**src/rtl/ram_sdp_pipe.sv**
```systemverilog
// Simple dual-port RAM with byte enables, a RD_LATENCY-deep read pipeline and an optional post-reset zero sweep.
// Read data is valid RD_LATENCY-1 edges after the accepting edge; there is no backpressure, only ready low during the sweep.
module ram_sdp_pipe #(
  parameter int DATA_WIDTH     = 8,
  parameter int ADDR_WIDTH     = 8,
  parameter int RD_LATENCY     = 1,
  parameter int RDW_MODE       = 0,
  parameter int CLEAR_ON_RESET = 1
) (
  input  logic                    i_clk,
  input  logic                    i_rst_n,
  input  logic                    i_wr_en,
  input  logic [ADDR_WIDTH-1:0]   i_wr_addr,
  input  logic [DATA_WIDTH/8-1:0] i_wr_be,
  input  logic [DATA_WIDTH-1:0]   i_wr_data,
  input  logic                    i_rd_en,
  input  logic [ADDR_WIDTH-1:0]   i_rd_addr,
  output logic [DATA_WIDTH-1:0]   o_rd_data,
  output logic [ADDR_WIDTH-1:0]   o_rd_addr_out,
  output logic                    o_rd_valid,
  output logic                    o_ready
);

  localparam int NB    = DATA_WIDTH / 8;
  localparam int DEPTH = 2 ** ADDR_WIDTH;

  if ((DATA_WIDTH % 8) != 0 || RD_LATENCY < 1 || RD_LATENCY > 4) begin : g_param_err
    $error("ram_sdp_pipe: DATA_WIDTH must be a multiple of 8 and RD_LATENCY must be 1..4");
  end

  typedef enum logic {ST_INIT, ST_RUN} state_t;

  state_t                  r_state;
  state_t                  w_state_nxt;
  logic [ADDR_WIDTH-1:0]   r_clr_cnt;
  logic [DATA_WIDTH-1:0]   r_mem [DEPTH];

  logic                    w_run;
  logic                    w_wr_acc;
  logic                    w_rd_acc;
  logic                    w_mem_we;
  logic [ADDR_WIDTH-1:0]   w_mem_addr;
  logic [NB-1:0]           w_mem_be;
  logic [DATA_WIDTH-1:0]   w_mem_wdat;
  logic [DATA_WIDTH-1:0]   w_rd_word;

  logic                    r_pvld [RD_LATENCY];
  logic [DATA_WIDTH-1:0]   r_pdat [RD_LATENCY];
  logic [ADDR_WIDTH-1:0]   r_padr [RD_LATENCY];

  assign w_run    = (r_state == ST_RUN);
  assign w_wr_acc = w_run && i_wr_en;
  assign w_rd_acc = w_run && i_rd_en;

  always_ff @(posedge i_clk or negedge i_rst_n) begin
    if (!i_rst_n) begin
      r_state   <= (CLEAR_ON_RESET != 0) ? ST_INIT : ST_RUN;
      r_clr_cnt <= '0;
    end else begin
      r_state <= w_state_nxt;
      if (r_state == ST_INIT) begin
        r_clr_cnt <= r_clr_cnt + 1'b1;
      end
    end
  end

  always_comb begin
    w_state_nxt = r_state;
    case (r_state)
      ST_INIT: if (r_clr_cnt == {ADDR_WIDTH{1'b1}}) w_state_nxt = ST_RUN;
      ST_RUN:  w_state_nxt = ST_RUN;
      default: w_state_nxt = r_state;
    endcase
  end

  // The sweep borrows the single write port; user writes are ignored until it finishes.
  always_comb begin
    w_mem_we   = w_wr_acc;
    w_mem_addr = i_wr_addr;
    w_mem_be   = i_wr_be;
    w_mem_wdat = i_wr_data;
    if (r_state == ST_INIT) begin
      w_mem_we   = 1'b1;
      w_mem_addr = r_clr_cnt;
      w_mem_be   = '1;
      w_mem_wdat = '0;
    end
  end

  always_ff @(posedge i_clk) begin
    for (int b = 0; b < NB; b++) begin
      if (w_mem_we && w_mem_be[b]) begin
        r_mem[w_mem_addr][8*b +: 8] <= w_mem_wdat[8*b +: 8];
      end
    end
  end

  // Write-first bypass merges only the enabled lanes over the old word.
  always_comb begin
    w_rd_word = r_mem[i_rd_addr];
    if (RDW_MODE == 1 && w_wr_acc && (i_wr_addr == i_rd_addr)) begin
      for (int b = 0; b < NB; b++) begin
        if (i_wr_be[b]) w_rd_word[8*b +: 8] = i_wr_data[8*b +: 8];
      end
    end
  end

  always_ff @(posedge i_clk or negedge i_rst_n) begin
    if (!i_rst_n) begin
      for (int i = 0; i < RD_LATENCY; i++) begin
        r_pvld[i] <= 1'b0;
        r_pdat[i] <= '0;
        r_padr[i] <= '0;
      end
    end else begin
      r_pvld[0] <= w_rd_acc;
      if (w_rd_acc) begin
        r_pdat[0] <= w_rd_word;
        r_padr[0] <= i_rd_addr;
      end
      for (int i = 1; i < RD_LATENCY; i++) begin
        r_pvld[i] <= r_pvld[i-1];
        if (r_pvld[i-1]) begin
          r_pdat[i] <= r_pdat[i-1];
          r_padr[i] <= r_padr[i-1];
        end
      end
    end
  end

  assign o_rd_valid    = r_pvld[RD_LATENCY-1];
  assign o_rd_data     = r_pdat[RD_LATENCY-1];
  assign o_rd_addr_out = r_padr[RD_LATENCY-1];
  assign o_ready       = w_run;

endmodule

```
**config.mk**
```make
export PLATFORM = sky130hd
export DESIGN_NAME = ram_sdp_pipe
export DESIGN_NICKNAME = d
export VERILOG_FILES = /design/src/rtl/ram_sdp_pipe.sv
export SDC_FILE = /design/constraint.sdc
export NUM_CORES = 2
export LEC_CHECK = 0
export ABC_CLOCK_PERIOD_IN_PS = 7900
export BUFFER_PORTS_ARGS = -buffer_cell sky130_fd_sc_hd__clkbuf_2
export CORE_ASPECT_RATIO = 1.2
export CORE_MARGIN = 1.5
export CORE_UTILIZATION = 56
export CTS_BUF_LIST = sky130_fd_sc_hd__clkbuf_4 sky130_fd_sc_hd__clkbuf_8 sky130_fd_sc_hd__clkbuf_16
export DETAILED_ROUTE_END_ITERATION = 16
export GPL_ROUTABILITY_DRIVEN = 0
export PLACE_DENSITY = 0.72
export SLEW_MARGIN = 20
export SYNTH_ARGS = -nofsm -noshare
export SYNTH_HDL_FRONTEND = slang
export SYNTH_SLANG_ARGS = --single-unit
```
**constraint.sdc**
```tcl
create_clock -name i_clk -period 7.9 [get_ports i_clk]
set_clock_uncertainty 0.05 [all_clocks]
set_input_delay 1.185 -clock i_clk [delete_from_list [all_inputs] [get_ports i_clk]]
set_output_delay 1.185 -clock i_clk [all_outputs]
set_load 0.05 [all_outputs]
```
==> flow_metrics.py <==
metrics = {
    "final_layout": {
        "stdcell_count": 6213,
        "final_common_cell": "edfxtp_1",
        "drive_gt1_frac": 0.2122,
        "fill_cells": 9709,
        "areaGrowthSynthToFinish_pct": 10.65,
        "layout_common_cells": "edfxtp_1, mux4_2, nor2_1",
        "nets": 4153,
    },
    "sta": {
        "slew_headroom": 0.1538,
        "max_freq_mhz": 207.7,
        "finalMaxSlewViolations": 0,
        "worst_slew_pin_slew_ns": 1.265,
        "hold_viol": 0,
        "fin_setup_tns_ns": 0,
        "rsz0062_at_grt": "false",
        "fin_crit_ns": 4.815,
        "setup_viol": 0,
        "fin_crit_sh": 0.6094,
    },
    "detailed_routing": {
        "first_pass_iters": 6,
        "ant_nets": 0,
        "wl_per_cell_microns": 31.62,
        "via_per_inst": 6.584,
        "drc": 0,
        "first_iter_violations": 5348,
        "vias": 40910,
        "routed_wl_mm": 196.5,
    },
    "global_route": {
        "grt_pass1_wl_mm": 284.4,
        "first_global_vias": 40600,
        "antenna_found_initial": 4,
        "grt_remaining_overflow": 0,
        "track_usage": 0.2720,
        "grt_start_max_net_pins": 257,
    },
    "pwr": {
        "power_density_nw_per_um2": 243.9,
        "peakVddDrop_mv": 0.2388,
        "power_frac_comb": 0.026,
        "p_sw_uw": 4342,
        "internal_power_uw": 17570,
        "p_clk_frac": 0.431,
        "power_uw": 21910,
        "p_sw_frac": 0.1982,
        "leakagePower_uw": 0.02687,
        "p_seq_frac": 0.543,
    },
    "logic_synthesis": {
        "ys_async_sr_fraction": 0.01254,
        "netlist.area_leader.share": 0.7576,
        "synth_cell_types": 53,
        "ys_ff_latch": 2074,
        "syn-cell-area_sq_um": 81170,
        "synth-edff-count": 2048,
        "synthTopCellsByArea": "edfxtp_1, mux4_2, mux2i_1",
        "syn_nets": 4062,
        "synthFlopType": "edfxtp_1",
        "yosysSeqAreaShare": 0.7656,
        "syn_area_per_cell_sq_um": 20.13,
        "yosysTopAreaCell": "edfxtp_1",
        "syn_inst": 4032,
        "yosys_warnings": 0,
    },
    "critical_path": {
        "worstPathRequired_ns": 8.51,
        "path_max_fanout": 59,
        "slowest_stage": "nor4_1",
        "reg2reg_from": "o_ready$_DFF_PN0_",
        "start_kind": "primary input",
        "r2r_end": "r_mem[67][7]$_DFFE_PP_",
        "reg2regPathDepth": 5,
        "path_class": "primary input to register",
        "path_cells": "buf_8 > buf_12 > buf_12 > mux4_2 > nand2_1 > a2bb2oi_1 > o21ai_0 > nand2_1 > nor4_1 > o31ai_1",
        "crit_arrival_ns": 5.42,
        "critPathMaxStageDelay_ns": 0.91,
        "critPathTopFamily": "buffers and inverters",
        "crit_buf_inv": 3,
        "end_kind": "register",
        "reg2reg_setup_slack_ns": 3.51,
    },
    "place": {
        "dp_hpwl_mm": 119.8,
        "numPortBuffers": 46,
        "dp.cells": 5855,
    },
    "worst_hold_path": {
        "worstHoldPathType": "register to register",
        "hold_path_depth": 2,
        "holdPathEnd": "o_rd_addr_out[4]$_DFFE_PN0P_",
        "hp-start": "o_rd_addr_out[4]$_DFFE_PN0P_",
    },
    "clock_network": {
        "cts-root-buf": "clkbuf_16",
        "clkSlewWorstSetupHoldPaths_ns": 0.06,
        "numCtsBuffers": 189,
        "cts_tree": "yes",
        "h-tree-depth": 4,
        "ctsHoldBuffers": 0,
        "clock_latency_ns": 0.83,
        "ctsResizeCount": 0,
        "clk_path_buf_depth": 3,
        "cts_num_sinks": 2074,
        "post_cts_buffers": 0,
    },
    "job": {
        "drv_cap": 0,
    },
    "die": {
        "die_h_microns": 420.1,
        "row_count": 152,
        "fp.dieArea_sq_um": 147300,
        "initial_utilization": 0.5661,
        "die_w_microns": 350.6,
        "core_sq_um": 143400,
        "ioPinCount": 47,
    },
    "run_status": {
        "outcome": "completed",
    },
}
[power groups by stage]
stage,clock network (uW),logic [uW],registers [uW]
after detailed placement,0,566,12100
after global placement,0,563,12100
after floorplan,0,414,12100
after global routing,9940,594,11900
final,9450,568,11900
after CTS,9520,567,11900
[flip-flops by register name, indices dropped and copies added, names as in the netlist]
| register | cells |
|---|---|
| r_mem | 2048 |
| o_rd_addr_out | 8 |
| o_rd_data | 8 |
| r_clr_cnt | 8 |
| o_rd_valid | 1 |
| o_ready | 1 |
[worst reg2reg max path, delay by kind of cell (launching register included)]
kind	cells	cell delay [ns]
AO/OA/AOI/OAI	1	0.90
flip-flops	1	0.83
buffers and inverters	2	0.81
AND/OR/NAND/NOR	2	1.43
[cell usage after synthesis, types with 8 or more instances]
cell type,instances
edfxtp_1,2048
mux4_2,416
nor2_1,314
mux2i_1,246
nand2_1,148
clkbuf_1,88
o221ai_1,68
buf_2,58
a21oi_1,53
o21ai_0,48
nor3_1,42
nand3_1,39
o22ai_1,39
buf_6,31
a22oi_1,28
mux2_2,28
dfrtp_1,26
buf_4,25
a211oi_1,24
inv_1,23
nor4_1,23
nand2b_1,20
nand4_1,19
buf_1,17
a31oi_1,16
nor2b_1,16
a221oi_1,11
a32oi_1,10
and2_1,10
o211ai_1,9
o22a_1,9
o32ai_1,9
o31ai_1,8
[area by class of cell]
| cell class | instances | area (sq um) | share of cell area |
|---|---|---|---|
| Antenna cell | 4 | 10.01 | 0.0001114 |
| Clock buffer | 251 | 5306 | 0.05908 |
| Clock inverter | 101 | 1149 | 0.01279 |
| Inverter | 23 | 88.84 | 0.0009890 |
| Multi-Input combinational cell | 1708 | 17630 | 0.1962 |
| Sequential cell | 2074 | 62150 | 0.6920 |
| Tap cell | 1925 | 2409 | 0.02682 |
| Timing Repair Buffer | 127 | 1081 | 0.01204 |
[routing by layer]
| metal | global-route usage | routed length (microns) |
|---|---|---|
| met1 | 0.3731 | 74130 |
| met2 | 0.4343 | 96500 |
| met3 | 0.04859 | 17110 |
| met4 | 0.1175 | 8714 |
| met5 | 0 | 17 |
[kinds of logic (layout without fill, tap and decap cells)]
logic type / count (synthesis) / count (layout) / share of synthesized area
DFF: 2074 / 2074 / 0.7656
muxes: 690 / 690 / 0.1496
and+or+nand+nor: 657 / 657 / 0.03544
AOI/OAI and AO/OA: 353 / 353 / 0.03060
buffers and inverters: 250 / 502 / 0.01777
xor gates and xnor gates: 7 / 7 / 0.0007553
adders and majority gates: 1 / 1 / 0.0001541
other: 0 / 4 / 0
[worst max-delay path by stage]
stage	from	end	slack, ns	cells after the start
after detailed placement	i_rd_addr[0]	o_rd_data[0]$_DFFE_PN0P_	2.26	10
after global routing	i_rd_addr[0]	o_rd_data[0]$_DFFE_PN0P_	2.96	10
final	i_rd_addr[0]	o_rd_data[0]$_DFFE_PN0P_	3.09	10
after global placement	i_rd_addr[0]	o_rd_data[0]$_DFFE_PN0P_	2.24	10
after CTS	i_rd_addr[0]	o_rd_data[0]$_DFFE_PN0P_	3.14	10
after floorplan	o_ready$_DFF_PN0_	r_mem[0][0]$_DFFE_PP_	2.17	4
[metrics by stage]
step | setup WS (ns) | utilization | instance area (sq um) | hold slack (ns)
3_5_place_dp | 2.264 | 0.5808 | 83280 | 0.4198
2_1_floorplan | 2.174 | - | 81170 | 0.4510
6_report | 3.085 | 0.6264 | 89820 | 0.4311
4_1_cts | 3.137 | 0.6258 | 89740 | 0.4423
3_3_place_gp | 2.244 | 0.5806 | 83260 | 0.4180
5_1_grt | 2.955 | 0.6263 | 89810 | 0.4600
No activity file was read; power rests on OpenSTA's default activity.
